### src/rtl/cpu_pkg.sv
// Shared CPU definitions: instruction field positions, register-address width,
// opcode constants and the combinational instruction decoder used by the decode
// stage.
package cpu_pkg;

  localparam int unsigned InstrW   = 16;
  localparam int unsigned RegAddrW = 4;
  localparam int unsigned NumRegs  = 1 << RegAddrW;
  localparam int unsigned OpcodeW  = 4;
  localparam int unsigned ImmW     = 16;
  localparam int unsigned Imm8W    = 8;

  // Field positions (LSB of each field) within an instruction word
  localparam int unsigned OpcodeLsb = 12;
  localparam int unsigned RdLsb     = 8;
  localparam int unsigned RsLsb     = 4;
  localparam int unsigned RtLsb     = 0;
  localparam int unsigned Imm8Lsb   = 0;

  localparam logic [OpcodeW-1:0] OpNop      = 4'h0;
  localparam logic [OpcodeW-1:0] OpAluFirst = 4'h1;
  localparam logic [OpcodeW-1:0] OpAluLast  = 4'h7;
  localparam logic [OpcodeW-1:0] OpLoadi    = 4'h8;
  localparam logic [OpcodeW-1:0] OpLoad     = 4'h9;
  localparam logic [OpcodeW-1:0] OpStore    = 4'hA;
  localparam logic [OpcodeW-1:0] OpBeq      = 4'hB;
  localparam logic [OpcodeW-1:0] OpJump     = 4'hC;

  typedef struct packed {
    logic [OpcodeW-1:0]  opcode;
    logic [RegAddrW-1:0] rd;
    logic                writes;   // instruction writes rd
    logic                illegal;  // opcode 0xD-0xF
    logic [RegAddrW-1:0] src1;     // zero when unused
    logic                src1_en;
    logic [RegAddrW-1:0] src2;     // zero when unused
    logic                src2_en;
    logic [ImmW-1:0]     imm;
  } dec_t;

  function automatic dec_t decode_instr(input logic [InstrW-1:0] instr);
    dec_t                d;
    logic [OpcodeW-1:0]  op;
    logic [RegAddrW-1:0] rd;
    logic [RegAddrW-1:0] rs;
    logic [RegAddrW-1:0] rt;
    logic [Imm8W-1:0]    imm8;
    op   = instr[OpcodeLsb +: OpcodeW];
    rd   = instr[RdLsb +: RegAddrW];
    rs   = instr[RsLsb +: RegAddrW];
    rt   = instr[RtLsb +: RegAddrW];
    imm8 = instr[Imm8Lsb +: Imm8W];
    d        = '0;
    d.opcode = op;
    d.rd     = rd;
    if (op >= OpAluFirst && op <= OpAluLast) begin
      d.src1    = rs;
      d.src1_en = 1'b1;
      d.src2    = rt;
      d.src2_en = 1'b1;
      d.writes  = 1'b1;
    end else begin
      case (op)
        OpNop: ;
        OpLoadi: begin
          d.writes = 1'b1;
          d.imm    = {{(ImmW - Imm8W){1'b0}}, imm8};
        end
        OpLoad: begin
          d.src1    = rs;
          d.src1_en = 1'b1;
          d.writes  = 1'b1;
        end
        OpStore, OpBeq: begin
          // Compare/store forms read rd as the first operand
          d.src1    = rd;
          d.src1_en = 1'b1;
          d.src2    = rs;
          d.src2_en = 1'b1;
          if (op == OpBeq) d.imm = {{(ImmW - Imm8W){imm8[Imm8W-1]}}, imm8};
        end
        OpJump: d.imm = {{(ImmW - RegAddrW - Imm8W){1'b0}}, rd, imm8};
        default: d.illegal = 1'b1;
      endcase
    end
    return d;
  endfunction

endpackage

### src/rtl/decode_scoreboard.sv
// Pending-write scoreboard: one bit per architectural register, set when a
// writing instruction is accepted and cleared on writeback or flush.
// Ports:
//   clock, reset      - clock, synchronous active-high reset
//   i_set_en/i_set_reg - mark a register as having a write in flight
//   i_clr_mask        - registers whose pending write is retired/cancelled
//   i_query_mask      - registers the incoming instruction touches
//   o_hazard          - any queried register is pending
module decode_scoreboard import cpu_pkg::*; (
  input  logic                clock,
  input  logic                reset,
  input  logic                i_set_en,
  input  logic [RegAddrW-1:0] i_set_reg,
  input  logic [NumRegs-1:0]  i_clr_mask,
  input  logic [NumRegs-1:0]  i_query_mask,
  output logic                o_hazard
);

  logic [NumRegs-1:0] r_pending;
  logic [NumRegs-1:0] w_set_mask;

  always_comb begin
    w_set_mask = '0;
    if (i_set_en) w_set_mask[i_set_reg] = 1'b1;
  end

  // Set is applied after clear so a same-cycle set/clear leaves the bit set
  always_ff @(posedge clock) begin
    if (reset) begin
      r_pending <= '0;
    end else begin
      r_pending <= (r_pending & ~i_clr_mask) | w_set_mask;
    end
  end

  assign o_hazard = |(r_pending & i_query_mask);

endmodule

### src/rtl/decode_stage.sv
// Instruction decode stage: decodes a 16-bit instruction from fetch, holds the
// decoded result in a single output register toward execute, and stalls on
// RAW/WAW hazards against in-flight writes.
// Build option: define DECODE_SCOREBOARD_EN to enable the pending-write
// scoreboard; without it hazard is never raised and wb_valid/wb_reg are ignored.
// Ports:
//   clock, reset                 - clock, synchronous active-high reset
//   in_valid/in_ready/in_instr   - fetch handshake and instruction
//   out_valid/out_ready          - execute handshake
//   readReg1/readReg2            - register-file read addresses (combinational)
//   writeReg/out_reg_write/out_opcode/out_imm - registered decoded fields
//   wb_valid/wb_reg              - writeback completion notice
//   flush                        - discard the held instruction
//   illegal                      - one-cycle pulse after accepting 0xD-0xF
module decode_stage import cpu_pkg::*; (
  input  logic                clock,
  input  logic                reset,
  input  logic                in_valid,
  output logic                in_ready,
  input  logic [InstrW-1:0]   in_instr,
  output logic                out_valid,
  input  logic                out_ready,
  output logic [RegAddrW-1:0] readReg1,
  output logic [RegAddrW-1:0] readReg2,
  output logic [RegAddrW-1:0] writeReg,
  output logic                out_reg_write,
  output logic [OpcodeW-1:0]  out_opcode,
  output logic [ImmW-1:0]     out_imm,
  input  logic                wb_valid,
  input  logic [RegAddrW-1:0] wb_reg,
  input  logic                flush,
  output logic                illegal
);

  dec_t w_dec;
  logic w_hazard;
  logic w_accept;

  logic                r_out_valid;
  logic [RegAddrW-1:0] r_write_reg;
  logic                r_reg_write;
  logic [OpcodeW-1:0]  r_opcode;
  logic [ImmW-1:0]     r_imm;
  logic                r_illegal;

  assign w_dec    = decode_instr(in_instr);
  assign readReg1 = w_dec.src1;
  assign readReg2 = w_dec.src2;

`ifdef DECODE_SCOREBOARD_EN
  logic [NumRegs-1:0] w_query_mask;
  logic [NumRegs-1:0] w_clr_mask;

  always_comb begin
    w_query_mask = '0;
    if (w_dec.src1_en) w_query_mask[w_dec.src1] = 1'b1;
    if (w_dec.src2_en) w_query_mask[w_dec.src2] = 1'b1;
    if (w_dec.writes)  w_query_mask[w_dec.rd]   = 1'b1;
  end

  // A flushed writer never reaches writeback, so its pending bit is dropped here
  always_comb begin
    w_clr_mask = '0;
    if (wb_valid) w_clr_mask[wb_reg] = 1'b1;
    if (flush && r_out_valid && r_reg_write) w_clr_mask[r_write_reg] = 1'b1;
  end

  decode_scoreboard u_scoreboard (
    .clock        (clock),
    .reset        (reset),
    .i_set_en     (w_accept && w_dec.writes),
    .i_set_reg    (w_dec.rd),
    .i_clr_mask   (w_clr_mask),
    .i_query_mask (w_query_mask),
    .o_hazard     (w_hazard)
  );
`else
  logic w_wb_unused;
  assign w_wb_unused = ^{wb_valid, wb_reg};
  assign w_hazard    = 1'b0;
`endif

  assign in_ready = !reset && (!r_out_valid || out_ready) && !w_hazard && !flush;
  assign w_accept = in_valid && in_ready;

  always_ff @(posedge clock) begin
    if (reset) begin
      r_out_valid <= 1'b0;
      r_write_reg <= '0;
      r_reg_write <= 1'b0;
      r_opcode    <= '0;
      r_imm       <= '0;
      r_illegal   <= 1'b0;
    end else begin
      r_illegal <= w_accept && w_dec.illegal;
      if (flush) begin
        r_out_valid <= 1'b0;
      end else if (w_accept) begin
        r_out_valid <= 1'b1;
        r_write_reg <= w_dec.rd;
        r_reg_write <= w_dec.writes;
        r_opcode    <= w_dec.opcode;
        r_imm       <= w_dec.imm;
      end else if (out_ready) begin
        r_out_valid <= 1'b0;
      end
    end
  end

  assign out_valid     = r_out_valid;
  assign writeReg      = r_write_reg;
  assign out_reg_write = r_reg_write;
  assign out_opcode    = r_opcode;
  assign out_imm       = r_imm;
  assign illegal       = r_illegal;

endmodule

### config.mk
export PLATFORM = sky130hd
export DESIGN_NAME = decode_stage
export DESIGN_NICKNAME = d
export VERILOG_FILES = /design/src/rtl/cpu_pkg.sv /design/src/rtl/decode_scoreboard.sv /design/src/rtl/decode_stage.sv
export SDC_FILE = /design/constraint.sdc
export NUM_CORES = 1
export LEC_CHECK = 0
export CORE_ASPECT_RATIO = 0.6
export CORE_MARGIN = 5
export CORE_UTILIZATION = 25
export DETAILED_ROUTE_END_ITERATION = 16
export GPL_TIMING_DRIVEN = 0
export PLACE_DENSITY = 0.55
export SLEW_MARGIN = 10
export SYNTH_ARGS = -nofsm -noshare
export SYNTH_HDL_FRONTEND = slang
export SYNTH_SLANG_ARGS = --single-unit
### constraint.sdc
create_clock -name clock -period 3.3 [get_ports clock]
set_input_delay 0.33 -clock clock [delete_from_list [all_inputs] [get_ports clock]]
set_output_delay 0.33 -clock clock [all_outputs]
set_load 0.005 [all_outputs]
==> out/metrics.csv, run 1 <==
metric,value,unit
status,"finished, final reports clean",
cts_resized,0,
nets,228,
grt_start_max_net_pins,15,
cts_sinks,24,
rr_endpoint,out_imm[1]$_SDFFE_PP0P_,
worstSetupEndpoint,readReg2[0],
drtPass1Iterations,4,
swShare,0.2400,
comb_power_share,0.210,
internal_power,0.5430,mW
finalWorstPathRequiredPeriod,2.615,ns
maxCapViolCount,0,
synth_largest_area_cell,dfxtp_1,
netlist.area_leader.share,0.3721,
area_growth,55.33,%
setup_viol,0,
cp_top_family,buffers and inverters,
cp_slowest_cell,clkdlybuf4s50_1,
start_util,0.2567,
maxSlewHeadroom,0.6217,
finalCritPeriodShare,0.7925,
synth_area,1291,µm²
cts_tree,done,
gp_congestion,0.8484,
port_buffers,56,
cts_hold_buf,0,
ys_ff_latch,24,
p_clk_frac,0.367,
yosys_warnings,0,
vias_per_cell,5.131,
p_total,0.7144,mW
max_stage_delay,0.67,ns
vdd_drop_max,167.5,µV
wire_per_inst,16.61,µm
cp_cell_sequence,clkdlybuf4s50_1 > inv_1 > a21oi_1 > a22o_1 > buf_4 > clkdlybuf4s50_1,
fin_tns_setup,0,ns
synthArstFlopShare,0,
cp.buffers_inverters,4,
synth_area_leaders,"dfxtp_1 (37%), o311ai_0 (8.1%), o311a_1 (7.0%)",
r2r_slack,1.90,ns
grt-ovfl-total,0,
maxSlewViolCount,0,
coreArea,5030,µm²
cp-end-kind,primary output,
synth_area_per_cell,9.158,µm²
rr_startpoint,out_valid$_SDFFE_PP0P_,
fmax,0.3824,GHz
top_usage_layer,met1,
path_common_cell,clkdlybuf4s50_1,
via_count,1370,
wirelength,4.436,mm
cp.arrival,2.29,ns
worst_setup_path_start_kind,input port,
dieArea,6750,µm²
cp_num_cells,6,
antenna_found_initial,0,
drc_errors,0,
post-synth-top-count-cell,dfxtp_1,
leakage,0.7803,nW
p_per_area,356.2,nW/µm²
synthTopCellsByCount,"dfxtp_1 (24), o311ai_0 (12), buf_4 (11), o21ai_0 (11)",
yosysUniqueCellTypes,32,
first_global_vias,1300,
cts.reportedPaths.clkPinSlew,0.09,ns
max_slew.worst_pin.slew,0.5631,ns
clock_latency,0.27,ns
grt_pass1_wl,6.810,mm
syn-num-nets,167,
synth_edf_count,0,
power.switching,0.1715,mW
seq_power_share,0.423,
gr-usage-met1,0.2130,
grt_usage,0.1309,
cts_max_level,1,
cts_buffers,3,
rsz0062_at_grt,no,
clk_path_buf_depth,2,
cp_data_required_time,2.97,ns
layout-drive-gt1-share,0.09950,
postRouteAntennaNets,0,
cts_root_buf,clkbuf_8,
die_x,102.8,µm
hpwl,3.460,mm
reg2regPathDepth,4,
synth_cells,141,
worstPathMaxFanout,9,
post-cts-setup-buffers,0,
finClkSkew,0.005531,ns
rows,20,
ios,62,
ys.flop_type,dfxtp_1,
antenna_cells,0,
use_met3,0.04878,
seq_area_frac_synth,0.3721,
grt.met2_usage,0.1576,
fillCellCount,509,
crit_path_start,in_instr[14],
finalHoldViolations,0,
drtIter0Drc,66,
critical_path_class,input port to primary output,
fp.dieH,65.67,µm
hp-class,flop to flop,
-- metrics by stage --
| stage | cells | area, µm² | setup slack (ns) | utilization | hold WS, ns |
|---|---|---|---|---|---|
| global route | 267 | 2006 | 0.5911 | 0.3988 | 0.5454 |
| global placement | 263 | 1934 | 0.6923 | 0.3846 | 0.4904 |
| finish | 267 | 2006 | 0.6846 | 0.3988 | 0.5076 |
| detailed placement | 263 | 1934 | 0.6919 | 0.3846 | 0.4828 |
| CTS | 267 | 2006 | 0.6856 | 0.3988 | 0.5091 |
| floorplan | 141 | 1291 | 1.854 | - | 0.4057 |
-- placed cells by master, fill, tap and decap left out, drive strengths merged, types with 2 or more instances in the layout --
| master | synthesis | final |
|---|---|---|
| a21oi | 4 | 4 |
| a22o | 9 | 9 |
| a31o | 6 | 6 |
| a32o | 5 | 5 |
| a41o | 3 | 3 |
| and2 | 2 | 2 |
| buf | 14 | 14 |
| clkbuf | 8 | 11 |
| clkdlybuf4s50 | 0 | 56 |
| dfxtp | 24 | 24 |
| inv | 10 | 10 |
| nand2 | 2 | 2 |
| nand3 | 2 | 2 |
| nor2 | 2 | 2 |
| nor2b | 6 | 6 |
| o21ai | 13 | 13 |
| o311a | 9 | 9 |
| o311ai | 12 | 12 |
-- metal layers --
layer,routed length [µm],up-vias,part of all wire
met3,395,2,0.089
li1,-,676,-
met1,2455,639,0.55
met5,0,-,0
met4,8,0,0.0018
met2,1576,53,0.36
-- area by class of cell --
class | instances | area (µm²) | share of cell area
tap | 66 | 82.58 | 0.04117
inverter | 10 | 37.54 | 0.01871
buffer | 22 | 133.9 | 0.06675
clock buffer | 3 | 41.29 | 0.02059
sequential | 24 | 480.5 | 0.2396
timing repair buffer | 56 | 560.5 | 0.2795
clock inverter | 1 | 30.03 | 0.01497
multi-input combinational | 85 | 639.4 | 0.3188
-- flip-flops by register name, summed over array words and instances, names as in the netlist --
| name | count |
|---|---|
| out_imm | 13 |
| out_opcode | 4 |
| illegal | 1 |
| out_valid | 1 |
| writeReg | 4 |
| out_reg_write | 1 |
-- worst min path at each step --
| stage | from | cells after the start | endpoint | slack [ns] |
|---|---|---|---|---|
| 2_1_floorplan | reset | 1 | illegal$_SDFF_PP0_ | 0.41 |
| 3_3_place_gp | writeReg[0]$_SDFFE_PP0P_ | 2 | writeReg[0]$_SDFFE_PP0P_ | 0.49 |
| 3_5_place_dp | out_imm[10]$_SDFFE_PP0P_ | 2 | out_imm[10]$_SDFFE_PP0P_ | 0.48 |
| 4_1_cts | out_imm[10]$_SDFFE_PP0P_ | 2 | out_imm[10]$_SDFFE_PP0P_ | 0.51 |
| 5_1_grt | writeReg[1]$_SDFFE_PP0P_ | 2 | writeReg[1]$_SDFFE_PP0P_ | 0.55 |
| 6_report | writeReg[0]$_SDFFE_PP0P_ | 2 | writeReg[0]$_SDFFE_PP0P_ | 0.51 |
-- power by group through the flow --
stage | combinational (mW) | sequential [mW] | clock, mW
4_1_cts | 0.150 | 0.302 | 0.266
6_report | 0.150 | 0.302 | 0.262
2_1_floorplan | 0.0643 | 0.309 | 0
3_5_place_dp | 0.149 | 0.309 | 0
3_3_place_gp | 0.150 | 0.309 | 0
5_1_grt | 0.162 | 0.303 | 0.278
-- kinds of logic (layout without fill, tap and decap cells) --
logic type | Yosys count | count (layout) | share of synthesized area
AO/OA/AOI/OAI | 64 | 64 | 0.3983
buffers and inverters | 32 | 92 | 0.1327
flip-flops | 24 | 24 | 0.3721
AND/OR/NAND/NOR | 21 | 21 | 0.09691
-- worst min-delay path: stages (launching register included) --
cell and delay, ns:
dfxtp_1 0.32, o311ai_0 0.07, o21ai_0 0.07
(Power assumes the default switching activity.)
==> run 2: changes to the inputs <==
Settings changed: PLACE_DENSITY 0.55 to 0.57.
Clock period 3.3 ns to 2.2 ns, I/O delays scaled along.
==> run 2 against run 1 <==
Net effect:
- sequential share of layout area down 0.24 points
- combinational power rose by 55%
- hold slack got worse by 0.089 ns
- clock-buffer cell count rose by 1
- setup slack got worse by 0.58 ns
- sequential power increased by 50%
- register-to-register slack lost 1.1 ns
- non-clock buffer count stayed put
==> out/metrics.csv, run 2 (synthesis gave the netlist of run 1 again) <==
metric,value,unit,change
status,"finished, final reports clean",,
maxSlewHeadroom,0.6947,,+0.07304
dieArea,6750,µm²,unchanged
finalWorstPathRequiredPeriod,2.099,ns,
cts_buffers,3,,unchanged
fmax,0.4763,GHz,
fillCellCount,497,,-2.4%
cts_root_buf,clkbuf_8,,
grt_usage,0.1335,,+0.002583
worstPathMaxFanout,6,,-3
fp.dieH,65.67,µm,unchanged
cts_tree,done,,
start_util,0.2567,,unchanged
port_buffers,56,,unchanged
coreArea,5030,µm²,unchanged
worst_setup_path_start_kind,input port,,
hp-class,input port to flop,,
largest_register_ffs,13,,unchanged
grt_start_max_net_pins,14,,-1
wire_per_inst,16.28,µm,-2.0%
clk_path_buf_depth,2,,unchanged
fin_tns_setup,0,ns,unchanged
clock_latency,0.26,ns,about the same
first_global_vias,1267,,-2.5%
cp-end-kind,primary output,,
cts_sinks,24,,unchanged
p_per_area,484.6,nW/µm²,+36%
maxCapViolCount,0,,unchanged
vias_per_cell,5.079,,-1.0%
max_slew.worst_pin.slew,0.4579,ns,-0.1052 ns
critical_path_class,input port to primary output,,
drtPass1Iterations,4,,unchanged
maxSlewViolCount,0,,unchanged
wirelength,4.348,mm,-2.0%
grt-ovfl-total,0,,unchanged
cp_data_required_time,1.98,ns,-0.99 ns
setup_viol,0,,unchanged
antenna_found_initial,0,,unchanged
hpwl,3.349,mm,-3.2%
via_count,1356,,-1.0%
post-place-ws,-0.1701,ns,-0.8619 ns
vdd_drop_max,246.0,µV,+47%
antenna_cells,0,,unchanged
die_x,102.8,µm,unchanged
area_growth,56.88,%,
final_common_cell,clkdlybuf4s50_1,,
cts.reportedPaths.clkPinSlew,0.08,ns,about the same
finalHoldViolations,0,,unchanged
cp.arrival,1.88,ns,-0.41 ns
leakage,0.8005,nW,+2.6%
rows,20,,unchanged
drc_errors,0,,unchanged
nets,228,,unchanged
cts_max_level,1,,unchanged
layout-drive-gt1-share,0.1144,,+0.01493
drtIter0Drc,61,,-7.6%
postRouteAntennaNets,0,,unchanged
p_total,0.9816,mW,+37%
grt_pass1_wl,6.920,mm,+1.6%
rsz0062_at_grt,no,,
final_cell_mix,"clkdlybuf4s50_1 (53), dfxtp_1 (24), o311ai_0 (12), buf_4 (11), o21ai_0 (10)",,
finalCritPeriodShare,0.9543,,
finClkSkew,0.005234,ns,-0.0002975 ns
gp_congestion,0.8412,,-0.85%
post-cts-setup-buffers,0,,unchanged
ios,62,,unchanged
cts_hold_buf,0,,unchanged
worst_slack,0.1006,ns,-0.5840 ns
-- run 2: final timing paths --
kind	startpoint	end	slack [ns]	cells past startpoint
min	in_instr[15]	illegal$_SDFF_PP0_	0.42	4
max	in_instr[12]	readReg1[1]	0.10	5
min reg2reg	writeReg[1]$_SDFFE_PP0P_	writeReg[1]$_SDFFE_PP0P_	0.50	2
max reg2reg	out_valid$_SDFFE_PP0P_	out_imm[1]$_SDFFE_PP0P_	0.76	4
-- run 2: timing repair --
action | in CTS | in global routing
pin swaps | 0 | 1
endpoints found under the setup margin | 8 | 6
gates resized for setup | 6 | 6
-- run 2: cell type report --
type,count,area [µm²],area share
plain buffers,22,146.4,0.07227
clock buffers,4,55.05,0.02718
inverters,10,37.54,0.01853
multi-input cells,85,659.4,0.3255
flip-flops and latches,24,480.5,0.2372
well taps,66,82.58,0.04077
repair buffers,56,564.3,0.2786
-- run 2: critical path, cell delays in order --
cell and delay (ns):
clkdlybuf4s50_1 0.49, o31a_1 0.37, a32o_1 0.23, buf_4 0.12, clkdlybuf4s50_1 0.44
-- run 2: per-layer routing --
metal / routed length, µm / global-route usage / vias to the layer above
li1: - / - / 672
met1: 2341 / 0.2145 / 638
met2: 1637 / 0.1688 / 44
met3: 359 / 0.04666 / 2
met4: 10 / 0.01454 / 0
met5: 0 / 0 / -
-- run 2: metrics by stage --
step	instances	cell area, µm²	utilization	hold WS [ns]
final	267	2026	0.4027	0.4186
after global routing	267	2026	0.4027	0.4314
after CTS	267	2001	0.3978	0.5065
after detailed placement	263	1934	0.3846	0.4885
after global placement	263	1934	0.3846	0.4911
after floorplan	141	1291	-	0.2957
-- run 2: power breakdown --
group          switching [mW]  internal (mW)  total (mW)
combinational           0.104          0.127       0.232
sequential            0.00626          0.446       0.452
clock                   0.138          0.160       0.297
total                   0.248          0.733       0.982
==> run 3: changes to the inputs <==
Settings changed: PLACE_DENSITY 0.57 to 0.55.
Clock period 2.2 ns to 2.6 ns, I/O delays scaled along.
==> results of run 3 <==
The final DEF is identical to that of run 1. Status: finished, final reports clean.
Main changes from that run: setup slack after placement 0.6919 ns -> 0.1319 ns; setup slack after layout 0.6846 ns -> 0.1246 ns; register-to-register setup slack 1.90 ns -> 1.20 ns; total power 0.7144 mW -> 0.9068 mW; worst IR drop on VDD 167.5 µV -> 212.6 µV
